$ cat config.mk
export PLATFORM = sky130hd
export DESIGN_NAME = addsub_result_stage
export DESIGN_NICKNAME = d
export VERILOG_FILES = /design/src/rtl/addsub_result_stage.sv
export SDC_FILE = /design/constraint.sdc
export NUM_CORES = 1
export LEC_CHECK = 0
export CAP_MARGIN = 20
export CORE_UTILIZATION = 55
export CTS_BUF_LIST = sky130_fd_sc_hd__clkbuf_8
export CTS_CLUSTER_DIAMETER = 40
export DETAILED_ROUTE_END_ITERATION = 6
export PLACE_DENSITY = 0.82
export SETUP_SLACK_MARGIN = 0.1
export SLEW_MARGIN = 10
export SYNTH_ARGS = -nofsm -noshare
export SYNTH_HDL_FRONTEND = slang
export SYNTH_SLANG_ARGS = --single-unit
$ cat constraint.sdc
create_clock -name clk -period 6 [get_ports clk]
set_clock_uncertainty 0.15 [all_clocks]
set_input_delay 0.6 -clock clk [delete_from_list [all_inputs] [get_ports clk]]
set_output_delay 0.6 -clock clk [all_outputs]
set_load 0.05 [all_outputs]
$ cat src/rtl/addsub_result_stage.sv
// Capture stage for the ripple-carry adder/subtractor: derives {N,Z,C,V} and buffers results in a FIFO.
// Optional macro ADDSUB_SAT_EN enables saturation of the stored sum on signed overflow.
module addsub_result_stage #(
    parameter int unsigned WIDTH     = 4,
    parameter int unsigned DEPTH     = 4,
    parameter int unsigned OVF_CNT_W = 8
) (
    input  logic                       clk,
    input  logic                       rst,
    input  logic                       in_valid,
    output logic                       in_ready,
    input  logic [WIDTH-1:0]           in_sum,
    input  logic                       in_cout,
    input  logic                       in_ovf,
    input  logic                       in_mode,
    output logic                       out_valid,
    input  logic                       out_ready,
    output logic [WIDTH-1:0]           out_sum,
    output logic [3:0]                 out_flags,
    output logic [OVF_CNT_W-1:0]       ovf_count,
    output logic [$clog2(DEPTH):0]     fifo_level
);

    localparam int unsigned PtrW = $clog2(DEPTH);
    localparam int unsigned LvlW = PtrW + 1;

    logic [WIDTH-1:0]     sum_mem_q  [DEPTH];
    logic [3:0]           flag_mem_q [DEPTH];
    logic [PtrW-1:0]      wr_ptr_q, wr_ptr_d;
    logic [PtrW-1:0]      rd_ptr_q, rd_ptr_d;
    logic [LvlW-1:0]      level_q, level_d;
    logic [OVF_CNT_W-1:0] ovf_cnt_q, ovf_cnt_d;

    logic                 push, pop;
    logic [WIDTH-1:0]     store_sum;
    logic [3:0]           store_flags;

    assign in_ready   = (level_q != LvlW'(DEPTH));
    assign out_valid  = (level_q != '0);
    assign push       = in_valid && in_ready;
    assign pop        = out_valid && out_ready;
    assign fifo_level = level_q;
    assign ovf_count  = ovf_cnt_q;

`ifdef ADDSUB_SAT_EN
    // A wrapped negative-looking sum on overflow means the true result was positive.
    always_comb begin
        store_sum = in_sum;
        if (in_ovf) begin
            store_sum = in_sum[WIDTH-1] ? {1'b0, {(WIDTH-1){1'b1}}}
                                        : {1'b1, {(WIDTH-1){1'b0}}};
        end
    end
`else
    assign store_sum = in_sum;
`endif

    // Subtract reports borrow, which is the inverse of the adder's C4.
    assign store_flags = {store_sum[WIDTH-1], (store_sum == '0), in_cout ^ in_mode, in_ovf};

    always_comb begin
        wr_ptr_d  = wr_ptr_q;
        rd_ptr_d  = rd_ptr_q;
        level_d   = level_q;
        ovf_cnt_d = ovf_cnt_q;
        if (push) begin
            wr_ptr_d = wr_ptr_q + PtrW'(1);
        end
        if (pop) begin
            rd_ptr_d = rd_ptr_q + PtrW'(1);
        end
        case ({push, pop})
            2'b10:   level_d = level_q + LvlW'(1);
            2'b01:   level_d = level_q - LvlW'(1);
            default: level_d = level_q;
        endcase
        if (push && in_ovf && (ovf_cnt_q != '1)) begin
            ovf_cnt_d = ovf_cnt_q + OVF_CNT_W'(1);
        end
    end

    always_ff @(posedge clk) begin
        if (rst) begin
            wr_ptr_q  <= '0;
            rd_ptr_q  <= '0;
            level_q   <= '0;
            ovf_cnt_q <= '0;
        end else begin
            wr_ptr_q  <= wr_ptr_d;
            rd_ptr_q  <= rd_ptr_d;
            level_q   <= level_d;
            ovf_cnt_q <= ovf_cnt_d;
        end
    end

    // Storage needs no reset: reads are gated by out_valid.
    always_ff @(posedge clk) begin
        if (push) begin
            sum_mem_q[wr_ptr_q]  <= store_sum;
            flag_mem_q[wr_ptr_q] <= store_flags;
        end
    end

    always_comb begin
        out_sum   = '0;
        out_flags = '0;
        if (out_valid) begin
            out_sum   = sum_mem_q[rd_ptr_q];
            out_flags = flag_mem_q[rd_ptr_q];
        end
    end

endmodule

# ---- Yosys cells after proc, flatten, opt, wreduce, memory -nomap -nowiden
# Memory sizes are Yosys's and may differ from the RTL's. A register that Yosys moved wholly into a read port is not among the register bits.
# Index checks and enable logic that the tools add are counted.
# Widths: inputs -> output; s select.
dict set report word_totals {
  wordCells 32
  in_bits 11
  n_memories 2
  ff_bits 15
  output_inout_bits 21
  ramBits 32
}
# name depth word_bits rd rd_clocked_by_memory_dff write_ports line
set memory_table {}
lappend memory_table {flag_mem_q 4 4 1 1 1 28} ;# logic [3:0] flag_mem_q [DEPTH];
lappend memory_table {sum_mem_q 4 4 1 1 1 27} ;# logic [WIDTH-1:0] sum_mem_q [DEPTH];
dict set report op_classes {
  n_reduce_logical 7
  addsub 5
  bitwise 1
  mux 9
  eq_ne 4
}
# operator count
set ops {}
lappend ops {{$add 8x1->8 const B} 1}
lappend ops {{$mux 2} 4}
lappend ops {{$mux 4} 2}
lappend ops {{$ne 8x8->1 const B} 1}
lappend ops {{$pmux 3 s2} 1}
lappend ops {{$add 2x1->2 const B} 2}
lappend ops {{$logic_and 1x1->1} 4}
lappend ops {{$logic_not 4->1} 1}
lappend ops {{$add 3x1->3 const B} 1}
lappend ops {{$ne 3x3->1 const B} 1}
lappend ops {{$reduce_bool 3->1} 1}
lappend ops {{$sub 3x1->3 const B} 1}
lappend ops {{$eq 2x1->1 const B} 1}
lappend ops {{$eq 2x2->1 const B} 1}
lappend ops {{$mux 1} 2}
lappend ops {{$reduce_bool 2->1} 1}
lappend ops {{$xor 1x1->1} 1}

# ---- Longest topological paths before layout
dict set report logic_depth {
  ltp_word 4
  mapped_depth 9
  ltp_nobuf 8
}

# ---- Worst setup path after synthesis
# Ideal clock, no wire load.
dict set report synth_timing {
  path_type {reg-to-reg}
  start {reg level_q[0] (netlist: fifo_level[0])}
  end {reg level_q[2] (netlist: fifo_level[2])}
  required_ns 5.780
  path_stages_with_launch 10
  period_less_slack_ns 3.073
  arrival_ns 2.853
  slack_ns 2.927
  path_buffers 1
  setup_ns 0.070
  path_cell_list {dfxtp_1 or3_2 clkbuf_1 and2_1 ha_1 inv_1 fa_1 xor2_1 or3_1 a21oi_1}
}
dict set report synth_via {
  elab_chain_cells 4
}
# item line
set synth_rtl {}
lappend synth_rtl {{from (decl)} 31} ;# logic [LvlW-1:0] level_q, level_d;
lappend synth_rtl {{from (signal assigned)} 91} ;# level_q <= level_d;
lappend synth_rtl {{$reduce_bool 3->1 (*)} 39} ;# assign out_valid = (level_q != '0);
lappend synth_rtl {{named net out_valid} 16} ;# output logic out_valid,
lappend synth_rtl {{$logic_and 1x1->1 (*)} 41} ;# assign pop = out_valid && out_ready;
lappend synth_rtl {{named net pop} 34} ;# logic push, pop;
lappend synth_rtl {{$eq 2x1->1 or $eq 2x2->1 (tied branches)} 72} ;# case ({push, pop})
lappend synth_rtl {{$pmux 3 s2 or $reduce_bool 2->1 (tied branches)} n/a}
# The timed path passes the listed nets; every way through them passes the cells marked *.
# A chain may end at the register's enable or synchronous reset.

==> impl_metrics.yaml <==
run_status:
  status: "completed"
place:
  place_area_um2: 2300
  port_buffers: 31
  hpwl_um: 2600
  place_congestion: 0.767
clocking:
  h-tree-depth: 2
  cts_tree: "built"
  post-cts-setup-buffer-count: 0
  numClockSinks: 45
  postCtsHoldBufs: 0
  clockBufferDepth: 2
  insertion_delay_ns: 0.30
  clkSlewWorstSetupHoldPaths_ns: 0.08
  cts_made_buffers: 5
  root_buffer: "clkbuf_8"
  cts_resized: 0
worst_setup_path:
  end_kind: "output port"
  reg2reg_from: "fifo_level[2]"
  crit_path_top_delay_cell: "clkdlybuf4s50_1"
  r2r_end: "fifo_level[2]"
  start_kind: "register"
  crit_fanout: 7
  rr_worst_depth: 8
  regToRegSetupSlack_ns: 3.42
  crit_required_ns: 5.25
  slowest_delay_ns: 0.69
  cp.arrival_ns: 2.34
  crit_type: "reg2out"
  worstPathCellList: "mux4_2 > and2_1 > clkdlybuf4s50_1"
flow_run:
  max-cap-violations: 0
timing:
  fmax_mhz: 324
  finalSetupViolCount: 0
  grt_setup_unrepaired: "no"
  period_share_pct: 51.4
  drv_slew: 0
  fin_crit_ns: 3.09
  tns_ns: 0
  maxSlewHeadroom_pct: 58.8
  hold_violations: 0
  worstMarginPinSlew_ns: 0.615
synthesis:
  synth_common_cells: "edfxtp_1 (28), dfxtp_1 (17), nor2_1 (10), a21oi_1 (9), and2_1 (8)"
  yosysTopAreaCell: "edfxtp_1"
  synth_most_common_cell: "edfxtp_1"
  yosysSeqAreaShare_pct: 59.6
  synth.avg_cell_area_um2: 13.2
  synth.top_cell.area_share_pct: 42.4
  syn-num-nets: 168
  yosys-top-cells-area: "edfxtp_1 (42%), dfxtp_1 (17%), mux4_2 (7.9%)"
  synth_cell_types: 38
  synth_top_flop_cell: "edfxtp_1"
  synth_cells: 150
  async_flop_share_pct: 0
  yosys_warnings: 0
  ys_seq_elements: 45
  syn_area_um2: 1980
  synth-edff-count: 28
grt:
  grt_pass1_vias: 1177
  grt_pass1_wl_um: 5490
  grt_overflow: 0
  grt_antenna_before_repair: 0
  grtUsageTotal_pct: 21.3
  grt_max_degree: 17
floorplan:
  coreArea_um2: 3390
  initial_core_util_pct: 58.5
  die-area_um2: 3850
  die_w_um: 62.0
  fp.dieH_um: 62.0
  ios: 32
  num_rows: 21
final_layout:
  fillers: 236
  fin_area_um2: 2400
  drive_gt1_share_pct: 10.6
  fin_nets: 197
  syn_to_final_growth_pct: 21.2
  insertedDiodeCount: 0
worst_hold_path:
  min_to: "ovf_count[4]"
  hp-start: "ovf_count[4]"
  whs_path_depth: 2
  min-delay-path-class: "reg2reg"
power:
  power_per_cell_area_nw_per_um2: 452
  power_switching_share_pct: 38.5
  combinationalPowerShare_pct: 42.3
  p_sw_w: 0.000418
  seq_power_share_pct: 37.4
  p_clk_share_pct: 20.3
  power.leakage_nw: 0.816
  vdd_drop_max_mv: 0.246
  intPower_w: 0.000667
drt:
  drtIter0Drc: 59
  totalWireLength_um: 3710
  drc: 0
  avgViaCountPerCell: 5.70
  ant_nets: 0
  vias: 1289
  firstDrtPassIters: 4
  wl_per_cell_um: 16.4
placed cells by master, fill, tap and decap left out, drive strengths merged, types with 2 or more instances in the layout:
cell / netlist / final
clkdlybuf4s50: 0 / 31
edfxtp: 28 / 28
dfxtp: 17 / 17
nor2: 10 / 10
a21oi: 9 / 9
inv: 7 / 8
and2: 8 / 8
mux4: 7 / 7
nand2: 6 / 6
ha: 6 / 6
clkbuf: 3 / 5
nand3: 5 / 5
and3: 5 / 5
xor2: 4 / 4
or3: 4 / 4
o31ai: 3 / 3
o21ai: 3 / 3
and4: 3 / 3
or4: 2 / 2
nor2b: 2 / 2
xnor2: 2 / 2
critical path: cells and delay by family (launching register included):
family                 cells  cell delay, ns
AND/OR/NAND/NOR            1            0.17
multiplexers               1            0.57
flip-flops                 1            0.60
buffers and inverters      1            0.69
layer usage:
| metal | vias up | global-route usage [%] | wire, um | part of all wire [%] |
|---|---|---|---|---|
| met1 | 618 | 24.3 | 1510 | 41 |
| met3 | 10 | 7.04 | 236 | 6.4 |
| met4 | 0 | 13.0 | 117 | 3.2 |
| met5 | - | 0 | 0 | 0 |
| met2 | 56 | 34.8 | 1850 | 50 |
| li1 | 605 | - | - | - |
flip-flops by register name, summed over array words and instances (netlist names), named ones only:
| register | count |
|---|---|
| wr_ptr_q | 2 |
| rd_ptr_q | 2 |
| sum_mem_q | 15 |
| fifo_level | 3 |
| flag_mem_q | 13 |
| ovf_count | 8 |
kinds of logic (layout without fill, tap and decap cells):
kind of cell             Yosys count  after routing  share of synthesized area, %
AO/OA/AOI/OAI                     18             18                          5.30
AND/OR/NAND/NOR                   51             51                          15.6
XOR/XNOR                           6              6                          2.65
adder cells (fa/ha/maj)            7              7                          4.79
buffers and inverters             16             46                          4.10
flip-flops                        45             45                          59.6
multiplexers                       7              7                          7.95
power by group through the flow:
stage | Sequential [W] | Combinational (W) | Clock [W]
after floorplan | 0.000425 | 0.000324 | 0
after global placement | 0.000409 | 0.000451 | 0
after detailed placement | 0.000414 | 0.000461 | 0
after CTS | 0.000407 | 0.000463 | 0.000223
after global routing | 0.000412 | 0.000494 | 0.000234
final | 0.000406 | 0.000459 | 0.000220
worst max path at each step:
stage                   from  slack, ns  cells after the start       endpoint
6_report            register       2.91                      3   out_flags[1]
5_1_grt             register       2.79                      3   out_flags[3]
4_1_cts             register       2.88                      3   out_flags[1]
3_5_place_dp        in_valid       3.17                      8  fifo_level[2]
3_3_place_gp        in_valid       3.24                      8  fifo_level[2]
2_1_floorplan  fifo_level[0]       2.93                      9  fifo_level[2]
stage by stage:
step	util, %	worst slack (ns)	std cells	hold slack [ns]	total power [W]
final	70.9	2.91	226	0.372	0.00109
after CTS	70.9	2.88	226	0.369	0.00109
after global placement	67.7	3.24	218	0.329	0.000860
after detailed placement	67.7	3.17	218	0.346	0.000875
after global routing	70.9	2.79	226	0.389	0.00114
after floorplan	-	2.93	150	0.319	0.000749
area by class of cell:
type,instances,area [um^2],share of cell area [%]
clock buffer,5,68.8,2.86
clock inverter,3,38.8,1.61
inverter,7,26.3,1.09
multi-input combinational,89,721,30.0
sequential,45,1180,49.1
tap,46,57.6,2.39
timing repair buffer,31,310,12.9
(Power assumes the default switching activity.)
